==> config.mk <==
export PLATFORM = sky130hd
export DESIGN_NAME = vga_timing_gen
export DESIGN_NICKNAME = d
export VERILOG_FILES = /design/src/rtl/vga_timing_gen.sv
export SDC_FILE = /design/constraint.sdc
export NUM_CORES = 1
export LEC_CHECK = 0
export ABC_AREA = 1
export CAP_MARGIN = 20
export CELL_PAD_IN_SITES_DETAIL_PLACEMENT = 1
export CELL_PAD_IN_SITES_GLOBAL_PLACEMENT = 1
export CORE_MARGIN = 5
export CORE_UTILIZATION = 33
export DETAILED_ROUTE_END_ITERATION = 10
export PLACE_DENSITY = 0.77
export SYNTH_ARGS = -nofsm -noshare
export SYNTH_HDL_FRONTEND = slang
export SYNTH_SLANG_ARGS = --single-unit
==> constraint.sdc <==
create_clock -name clk -period 1.35 [get_ports clk]
set_input_delay 0.135 -clock clk [delete_from_list [all_inputs] [get_ports clk]]
set_output_delay 0.135 -clock clk [all_outputs]
set_load 0.01 [all_outputs]
==> src/rtl/vga_timing_gen.sv <==
// Parametrised VGA timing generator: sync, blanking, pixel strobe, addresses and a sync delay line.
// Define VGA_TEST_PATTERN_EN to drive eight vertical colour bars on pattern_rgb.
module vga_timing_gen #(
  parameter int unsigned H_ACTIVE = 640,
  parameter int unsigned H_FP     = 16,
  parameter int unsigned H_SYNC   = 96,
  parameter int unsigned H_BP     = 48,
  parameter int unsigned V_ACTIVE = 480,
  parameter int unsigned V_FP     = 10,
  parameter int unsigned V_SYNC   = 2,
  parameter int unsigned V_BP     = 33,
  parameter int unsigned CLK_DIV  = 4,
  parameter bit          HS_POL   = 1'b0,
  parameter bit          VS_POL   = 1'b0,
  parameter int unsigned SYNC_DLY = 0,
  localparam int unsigned ColW = (H_ACTIVE > 1) ? $clog2(H_ACTIVE) : 1,
  localparam int unsigned RowW = (V_ACTIVE > 1) ? $clog2(V_ACTIVE) : 1
) (
  input  logic            clk,
  input  logic            reset,
  input  logic            en,
  output logic            pix_en,
  output logic            HS,
  output logic            VS,
  output logic            blank,
  output logic            hblank,
  output logic            vblank,
  output logic            line_start,
  output logic            frame_start,
  output logic [ColW-1:0] col,
  output logic [RowW-1:0] row,
  output logic [23:0]     pattern_rgb
);

  localparam int unsigned HTot = H_ACTIVE + H_FP + H_SYNC + H_BP;
  localparam int unsigned VTot = V_ACTIVE + V_FP + V_SYNC + V_BP;
  localparam int unsigned HW   = (HTot > 1) ? $clog2(HTot) : 1;
  localparam int unsigned VW   = (VTot > 1) ? $clog2(VTot) : 1;
  localparam int unsigned DW   = (CLK_DIV > 1) ? $clog2(CLK_DIV) : 1;

  localparam logic [DW-1:0] DivLast = DW'(CLK_DIV - 1);
  localparam logic [HW-1:0] HLast   = HW'(HTot - 1);
  localparam logic [VW-1:0] VLast   = VW'(VTot - 1);

  // One extra bit so a sync window ending exactly at the line total still fits.
  localparam logic [HW:0] HActEnd  = (HW+1)'(H_ACTIVE);
  localparam logic [HW:0] HSyncBeg = (HW+1)'(H_ACTIVE + H_FP);
  localparam logic [HW:0] HSyncEnd = (HW+1)'(H_ACTIVE + H_FP + H_SYNC);
  localparam logic [VW:0] VActEnd  = (VW+1)'(V_ACTIVE);
  localparam logic [VW:0] VSyncBeg = (VW+1)'(V_ACTIVE + V_FP);
  localparam logic [VW:0] VSyncEnd = (VW+1)'(V_ACTIVE + V_FP + V_SYNC);

  // Bundle order: {HS, VS, blank, hblank, vblank}.
  localparam logic [4:0] SyncIdle = {~HS_POL, ~VS_POL, 3'b111};

  logic [DW-1:0]   div_q, div_d;
  logic [HW-1:0]   h_q, h_d;
  logic [VW-1:0]   v_q, v_d;
  logic [4:0]      sync_q, sync_d;
  logic            pix_en_q, pix_en_d;
  logic            line_start_q, line_start_d;
  logic            frame_start_q, frame_start_d;
  logic [ColW-1:0] col_q, col_d;
  logic [RowW-1:0] row_q, row_d;

  logic       tick;
  logic [HW:0] hx;
  logic [VW:0] vx;
  logic       hblank_c, vblank_c, blank_c, hsync_c, vsync_c;
  logic [4:0] sync_cur, sync_out;

  always_comb begin
    tick = en && (div_q == DivLast);
    div_d = div_q;
    if (en) begin
      div_d = tick ? '0 : div_q + DW'(1);
    end

    h_d = h_q;
    v_d = v_q;
    if (tick) begin
      if (h_q == HLast) begin
        h_d = '0;
        v_d = (v_q == VLast) ? '0 : v_q + VW'(1);
      end else begin
        h_d = h_q + HW'(1);
      end
    end

    hx       = {1'b0, h_q};
    vx       = {1'b0, v_q};
    hblank_c = hx >= HActEnd;
    vblank_c = vx >= VActEnd;
    blank_c  = hblank_c | vblank_c;
    hsync_c  = (hx >= HSyncBeg) && (hx < HSyncEnd);
    vsync_c  = (vx >= VSyncBeg) && (vx < VSyncEnd);
    sync_cur = {hsync_c ? HS_POL : ~HS_POL, vsync_c ? VS_POL : ~VS_POL,
                blank_c, hblank_c, vblank_c};

    pix_en_d      = tick;
    line_start_d  = tick && (h_q == '0);
    frame_start_d = tick && (h_q == '0) && (v_q == '0);

    sync_d = sync_q;
    col_d  = col_q;
    row_d  = row_q;
    if (tick) begin
      sync_d = sync_out;
      if (!blank_c) begin
        col_d = h_q[ColW-1:0];
        row_d = v_q[RowW-1:0];
      end
    end
  end

  always_ff @(posedge clk) begin
    if (reset) begin
      div_q         <= '0;
      h_q           <= '0;
      v_q           <= '0;
      sync_q        <= SyncIdle;
      pix_en_q      <= 1'b0;
      line_start_q  <= 1'b0;
      frame_start_q <= 1'b0;
      col_q         <= '0;
      row_q         <= '0;
    end else begin
      div_q         <= div_d;
      h_q           <= h_d;
      v_q           <= v_d;
      sync_q        <= sync_d;
      pix_en_q      <= pix_en_d;
      line_start_q  <= line_start_d;
      frame_start_q <= frame_start_d;
      col_q         <= col_d;
      row_q         <= row_d;
    end
  end

  // Sync/blank shift register, advanced only on pixel ticks.
  if (SYNC_DLY == 0) begin : g_no_dly
    assign sync_out = sync_cur;
  end else begin : g_dly
    logic [4:0] dly_q [SYNC_DLY];
    logic [4:0] dly_d [SYNC_DLY];

    always_comb begin
      for (int i = 0; i < int'(SYNC_DLY); i++) begin
        dly_d[i] = dly_q[i];
      end
      if (tick) begin
        dly_d[0] = sync_cur;
        for (int i = 1; i < int'(SYNC_DLY); i++) begin
          dly_d[i] = dly_q[i-1];
        end
      end
    end

    always_ff @(posedge clk) begin
      for (int i = 0; i < int'(SYNC_DLY); i++) begin
        if (reset) begin
          dly_q[i] <= SyncIdle;
        end else begin
          dly_q[i] <= dly_d[i];
        end
      end
    end

    assign sync_out = dly_q[SYNC_DLY-1];
  end

`ifdef VGA_TEST_PATTERN_EN
  logic [23:0] rgb_q, rgb_d;
  logic [2:0]  bar;

  always_comb begin
    bar   = 3'((32'(h_q) * 32'd8) / 32'(H_ACTIVE));
    rgb_d = rgb_q;
    if (tick) begin
      rgb_d = blank_c ? 24'h0 : {{8{bar[2]}}, {8{bar[1]}}, {8{bar[0]}}};
    end
  end

  always_ff @(posedge clk) begin
    if (reset) begin
      rgb_q <= 24'h0;
    end else begin
      rgb_q <= rgb_d;
    end
  end

  assign pattern_rgb = rgb_q;
`else
  assign pattern_rgb = 24'h0;
`endif

  assign pix_en      = pix_en_q;
  assign HS          = sync_q[4];
  assign VS          = sync_q[3];
  assign blank       = sync_q[2];
  assign hblank      = sync_q[1];
  assign vblank      = sync_q[0];
  assign line_start  = line_start_q;
  assign frame_start = frame_start_q;
  assign col         = col_q;
  assign row         = row_q;

endmodule

Word level (Yosys, flattened, before mapping):

Cells that the tools add are included.
Widths: inputs -> output; s select.

* mux-type cells: 5
* reductions and logical operators: 9
* $add $sub $neg: 3
* order comparisons: 6
* bitwise gates (word level): 2
* equal/unequal tests: 3

Operators with widths (number)
* $add 10x1->10 const B: 2
* $eq 10x10->1 const B: 2
* $ge 10x10->1 const B: 2
* $ge 10x9->1 const B: 2
* $logic_not 10->1: 2
* $mux 10: 2
* $lt 10x10->1 const B: 1
* $lt 10x9->1 const B: 1
* $logic_and 1x1->1: 5
* $reduce_and 2->1: 2
* $add 2x1->2 const B: 1
* $eq 2x2->1 const B: 1
* $mux 1: 2
* $mux 2: 1
* $not 1->1: 1
* $or 1x1->1: 1

* input bits: 3
* bits in registers: 49
* logic and storage cells: 37
* output and inout port bits: 51

Logic depth before layout (Yosys ltp):

Gate-level depths: netlist of the first run.

* depth after elaboration: 4
* depth in mapped cells: 10

Least setup slack after synthesis of the first run:

No wires, ideal clock.

* kind: reg-to-reg
* from: register div_q[0]
* to: register col_q[6], in the netlist col[6]
* library setup time: 119 ps
* path buffers: 1
* data arrival time: 1170 ps
* cell stages (with the launch flop): 9
* path slack: 60 ps
* cell sequence: dfxtp_1 -> ha_1 -> nand2_4 -> clkinv_4 -> nand2_2 -> nor2_4 -> buf_6 -> o21ai_1 -> a21oi_2

* longest elaborated chain between the ends: 3

RTL lines
* start: declaration: RTL line 56 `logic [DW-1:0] div_q, div_d;`
* start signal: assignment: RTL line 128 `div_q <= div_d;`
* $eq 2x2->1: RTL line 73 `tick = en && (div_q == DivLast);`
* $logic_and 1x1->1: RTL line 73
* $reduce_and 2->1 (no line)
* end signal: assignment: RTL line 135 `col_q <= col_d;`
* end: declaration: RTL line 63 `logic [ColW-1:0] col_q, col_d;`

No other way between the ends.
A chain may end at the register's enable or synchronous reset.

Final worst setup path of the first run:

* from: register h_q[0]
* to: register v_q[3]

* longest elaborated chain between the ends: 2

RTL lines
* start: declaration: RTL line 57 `logic [HW-1:0] h_q, h_d;`
* start signal: assignment: RTL line 119 `h_q <= '0;`
* start signal: assignment: RTL line 129 `h_q <= h_d;`
* $eq 10x10->1: RTL line 82 `if (h_q == HLast) begin`
* $reduce_and 2->1 (no line)
* end signal: assignment: RTL line 130 `v_q <= v_d;`
* end: declaration: RTL line 58 `logic [VW-1:0] v_q, v_d;`

No other way between the ends.

==> results.cfg, run 1 <==
[run_status]
status = finished, violations left
violations = setup timing

[sta]
max_freq_mhz = 633
finalSetupViolations = 36
hold_viol = 0
period_needed_ns = 1.58
slew_violations = 0
finalSetupTns_ns = -2.46
fin_crit_sh_pct = 117
skew_ns = 0.00531
fin_ws_ns = -0.229
rsz0062_at_grt = true

[drt]
totalWireLength_um = 9390
drcViolationCount = 0
drtIter0Drc = 86
via_per_inst = 4.77
detail-route-antenna-nets = 0
drt_pass1_iterations = 4
num_vias = 2452
wl_per_cell_um = 18.3

[setup_path]
critical_path.max_stage_delay_ns = 0.37
critPathMaxFanout = 4
cp_num_buf_inv = 1
path_cells = ha_4 > nand3_4 > nand3b_1 > buf_6 > nor2_4 > a21oi_1 > nor2_1
crit_path_end_kind = register
crit_type = reg2reg
rr_endpoint = v_q[3]
crit_path_start_kind = register
cp.required_ns = 1.60
path_delay_family = simple AND/OR/NAND/NOR gates
r2r_setup_slack_ns = -0.23
r2r_start = h_q[0]
arrival_ns = 1.83
crit_path_start = h_q[0]
cp_slowest_cell = dfxtp_2
worst-r2r-cell-count = 7

[synthesis]
synth_cell_types = 33
syn_inst = 321
synth-main-ff-cell = dfxtp_1
synth_area_sq_um = 2440
ys_seq_area_share_pct = 40.2
synth_edf_count = 0
yosysTopAreaCellShare_pct = 40.2
yosys-top-cells-count = nor2_1 (53), dfxtp_1 (49), nand2_1 (49)
async_flop_share_pct = 0
ys_warn_count = 0
synth-seq-cells = 49
post-synth-top-area-cell = dfxtp_1
ys_top_cells_by_area = dfxtp_1 (40%), nor2_1 (8.2%), buf_4 (7.7%)
yosysMostFrequentCell = nor2_1
avgSynthCellArea_sq_um = 7.60

[floorplan]
core-area_sq_um = 7210
die_h_um = 96.0
initial_utilization_pct = 33.8
die_area_sq_um = 9210
fp.dieW_um = 96.0
row_count = 31
io_pins = 54

[global_routing]
grt_use_total_pct = 19.0
gr-total-overflow = 0
first_global_vias = 2606
grt_max_degree = 14
grt_pass1_wl_um = 13200
antenna_found_initial = 0

[cells_and_area]
fill_cells = 874
area_growth_syn_to_layout_pct = 56.2
layout-drive-gt1-share_pct = 43.4
design_area_sq_um = 3810
diodes = 0
fin_nets = 422

[power]
combPwrFrac_pct = 11.0
power_frac_clock_pct = 33.0
leakagePower_nw = 1.78
seqPwrFrac_pct = 55.9
power_density_nw_per_um2 = 696
switchingPower_mw = 0.696
sw_frac_of_total_pct = 26.2
p_int_mw = 1.96
peakVddDrop_mv = 0.375

[clock_tree]
clk_pin_slew_worst_paths_ns = 0.09
cts-buffers-inserted = 5
cts_tree = done
insertion_delay_ns = 0.31
htree_levels = 2
clock-root-buffer = clkbuf_8
clockBufferDepth = 2
postCtsHoldBufs = 0
clock_sinks = 49

[placed_design]
io_buffers = 29
post-dp-hpwl_um = 5510
place_congestion = 0.813
place_area_sq_um = 3080

[min_path]
hp-start = col[9]
hold_class = reg2reg
worstHoldEndpoint = col[9]
hold-path-cell-count = 2

[job]
cap_violations = 0
-- worst max-delay path by stage --
| stage | depth (start not counted) | endpoint | slack, ns |
|---|---|---|---|
| after global routing | 9 | v_q[9] | -0.32 |
| after CTS | 7 | v_q[2] | -0.16 |
| after global placement | 6 | frame_start | -0.18 |
| after detailed placement | 6 | frame_start | -0.25 |
| final | 7 | v_q[3] | -0.23 |
| after floorplan | 8 | col[6] | 0.06 |
-- cell families (layout without fill, tap and decap cells) --
logic type	Yosys count	count (layout)	synth area share, %
and+or+nand+nor	145	146	27.4
buffers and inverters	66	136	15.3
AOI/OAI and AO/OA	49	49	12.2
DFF	49	49	40.2
xor gates and xnor gates	6	6	2.15
adders and majority gates	5	5	2.57
other	1	24	0.154
-- timing repair --
item                       in CTS  in global routing
gates cloned                    3                  0
hold endpoints to repair        0                  0
setup endpoints to repair      48                 51
pin swaps                      16                 22
setup buffers                   9                  9
resized for setup              85                 68
-- worst reg2reg max path: stages, from the launching register on --
cell and delay [ns]:
dfxtp_2 0.37, ha_4 0.18, nand3_4 0.10, nand3b_1 0.30, buf_6 0.21, nor2_4 0.16, a21oi_1 0.10, nor2_1 0.11
-- cell type report --
class,instances,area [sq um],area share [%]
inverter,32,145,3.81
clock buffer,8,80.1,2.10
multi-input combinational,230,1560,41.0
sequential,49,1000,26.2
tap,99,124,3.25
timing repair buffer,96,900,23.6
-- layer usage --
layer	wire length, um	vias to the layer above	GRT usage, %
li1	-	1166	-
met1	3630	1200	21.1
met2	5170	62	35.4
met3	296	24	3.67
met4	283	0	7.23
met5	0	-	0
-- flip-flops by register name, summed over array words and instances, names as in the netlist --
name and flops:
col 10, div_q 2, frame_start 1, h_q 10
line_start 1, pix_en 1, row 9, sync_q 5
v_q 10
-- power by group through the flow --
stage / combinational [mW] / clock (mW) / sequential (mW)
after detailed placement: 0.218 / 0 / 1.51
after global routing: 0.314 / 0.966 / 1.49
after CTS: 0.267 / 0.884 / 1.49
final: 0.292 / 0.876 / 1.48
after global placement: 0.211 / 0 / 1.51
after floorplan: 0.161 / 0 / 1.52
-- metrics by stage --
stage / util [%] / hold slack [ns] / setup slack, ns / instances / total power [mW]
2_1_floorplan: - / 0.229 / 0.0604 / 344 / 1.68
3_3_place_gp: 42.6 / 0.454 / -0.182 / 486 / 1.72
3_5_place_dp: 42.6 / 0.462 / -0.249 / 486 / 1.73
4_1_cts: 48.8 / 0.477 / -0.159 / 506 / 2.64
5_1_grt: 52.8 / 0.496 / -0.316 / 514 / 2.77
6_report: 52.8 / 0.482 / -0.229 / 514 / 2.65
-- cell usage in the layout, fill, tap and decap left out, drive strengths merged --
master         netlist  layout
buf                 32      67
nor2                60      61
nand2               56      56
dfxtp               49      49
inv                 31      31
conb                 1      24
a21oi               22      22
o21ai               21      21
nand3               18      18
dlygate4sd2          0      17
dlymetal6s2s         0       8
clkbuf               2       8
nand4                5       5
xor2                 5       5
ha                   5       5
clkdlybuf4s50        0       4
nor3                 3       3
nor3b                2       2
a31oi                2       2
a22oi                2       2
clkinv               1       1
xnor2                1       1
nand3b               1       1
o211ai               1       1
o22a                 1       1
Power figures use the tool's default switching activity.
==> run 2: changes to the inputs <==
Settings changed: CORE_MARGIN 5 to 2.
==> run 2 against run 1 <==
Against the previous run:
- count of clock-buffer cells in the layout unchanged
- cell count up 2.3%
- global-route usage up 4.8 points
- sequential power about the same
- final area up 8.8%
- critical path type unchanged
- the run still ends with setup timing left
==> results.cfg, run 2 (synthesized netlist as in run 1, its figures left out) <==
[sta]
rsz0062_at_grt = true
skew_ns = 0.0107
holdWs_ns = 0.478
fin_crit_sh_pct = 126
slew_violations = 0
hold_viol = 0
finalSetupViolations = 48
period_needed_ns = 1.70
fin_ws_ns = -0.345
finalSetupTns_ns = -10.0
max_freq_mhz = 590

[floorplan]
io_pins = 54
initial_utilization_pct = 33.8
row_count = 31
die_h_um = 90.0
fp.dieW_um = 90.0
core-area_sq_um = 7210
die_area_sq_um = 8090

[placed_design]
post-dp-hpwl_um = 5360
place_inst = 480
place_congestion = 0.868
io_buffers = 29

[power]
peakVddDrop_mv = 0.425
p_int_mw = 2.00
sw_frac_of_total_pct = 27.7
power_frac_clock_pct = 32.9
leakagePower_nw = 1.92
switchingPower_mw = 0.766
power_density_nw_per_um2 = 666
seqPwrFrac_pct = 54.1
combPwrFrac_pct = 13.1

[global_routing]
grt_use_total_pct = 23.9
antenna_found_initial = 0
grt_pass1_wl_um = 15100
first_global_vias = 2710
grt_max_degree = 14
gr-total-overflow = 0

[setup_path]
r2r_setup_slack_ns = -0.35
crit_path_start = div_q[0]
path_delay_family = simple AND/OR/NAND/NOR gates
cp.required_ns = 1.56
crit_path_start_kind = register
worst-r2r-cell-count = 10
path_cells = ha_4 > nand2_8 > buf_4 > buf_6 > nor2_4 > nand2_4 > nor2_4 > nand3_4 > o21ai_2 > nor2_1
rr_endpoint = h_q[9]
cp_num_buf_inv = 2
critical_path.max_stage_delay_ns = 0.38
arrival_ns = 1.91
crit_path_frequent_cell = nor2_4
crit_type = reg2reg
cp_slowest_cell = dfxtp_2
crit_path_end_kind = register
critPathMaxFanout = 4
r2r_start = div_q[0]

[cells_and_area]
final_common_cell = buf_4
area_growth_syn_to_layout_pct = 69.9
fin_cells = 526
multiInputGateArea_sq_um = 1680
regArea_sq_um = 995
fin_nets = 434
final_cell_mix = buf_4 (49), nor2_1 (39), dfxtp_1 (38)
layout-drive-gt1-share_pct = 47.8
fill_cells = 846
diodes = 0

[min_path]
worstHoldEndpoint = col[9]
hold_class = reg2reg
hold-path-cell-count = 2
hp-start = col[9]

[clock_tree]
cts-buffers-inserted = 5
clk_pin_slew_worst_paths_ns = 0.10
clock-root-buffer = clkbuf_8
clockBufferDepth = 2
htree_levels = 2
cts_tree = done
insertion_delay_ns = 0.31
clock_sinks = 49

[drt]
drt_pass1_iterations = 4
detail-route-antenna-nets = 0
drcViolationCount = 0
num_vias = 2645
drtIter0Drc = 107
wl_per_cell_um = 22.0
via_per_inst = 5.03
totalWireLength_um = 11600

[job]
cap_violations = 0

[run_status]
status = finished, violations left
violations = setup timing
## run 2: cell types whose count changed in the layout (fill, tap and decap cells not counted), sizes merged
cell | previous run | this run
dlymetal6s2s | 8 | 14
clkinv | 1 | 2
inv | 31 | 30
dlygate4sd2 | 17 | 9
clkdlybuf4s50 | 4 | 6
buf | 67 | 79
## run 2: worst min-delay path, delay by kind of cell, from the launching register on
family | cells | cell delay, ns
flops | 1 | 0.33
simple gates | 1 | 0.07
compound gates | 1 | 0.05
## run 2: stage by stage
stage	area (sq um)	utilization, %	total power [mW]	worst slack [ns]
2_1_floorplan	2520	-	1.68	0.0604
3_3_place_gp	3020	41.8	1.72	-0.184
3_5_place_dp	3020	41.8	1.72	-0.222
4_1_cts	3650	50.6	2.65	-0.131
5_1_grt	4140	57.4	2.84	-0.428
6_report	4140	57.4	2.76	-0.345
## run 2: metal layers
layer  up-vias  GRT usage, %  routed length (um)
met3        46          4.19                 641
met1      1300          27.0                4360
met5         -             0                   0
li1       1184             -                   -
met4         0          11.0                 530
met2       115          43.6                6040
## run 2: worst max path at each step
stage                        to  slack [ns]  cells past startpoint
floorplan                col[6]        0.06                      8
global placement    frame_start       -0.18                      5
detailed placement  frame_start       -0.22                      5
CTS                      v_q[5]       -0.13                      7
global route             h_q[9]       -0.43                     11
finish                   h_q[9]       -0.35                     10
## run 2: layout make-up
cell class                 instances  area share (%)
timing repair buffer             108            27.0
clock buffer                       8            1.93
sequential                        49            24.0
tap                               99            2.99
inverter                          32            3.56
multi-input combinational        230            40.5
## run 2: power by group through the flow
stage	sequential, mW	combinational [mW]	clock (mW)
floorplan	1.52	0.161	0
global placement	1.51	0.202	0
detailed placement	1.51	0.209	0
CTS	1.49	0.282	0.885
global route	1.50	0.377	0.965
finish	1.49	0.361	0.907
## run 2: timing repair
action                     CTS  global route
buffers inserted            20            19
pin swaps                   26            37
cloned                       4             0
hold buffers                 0             0
resized for setup           81           110
setup endpoints to repair   41            61
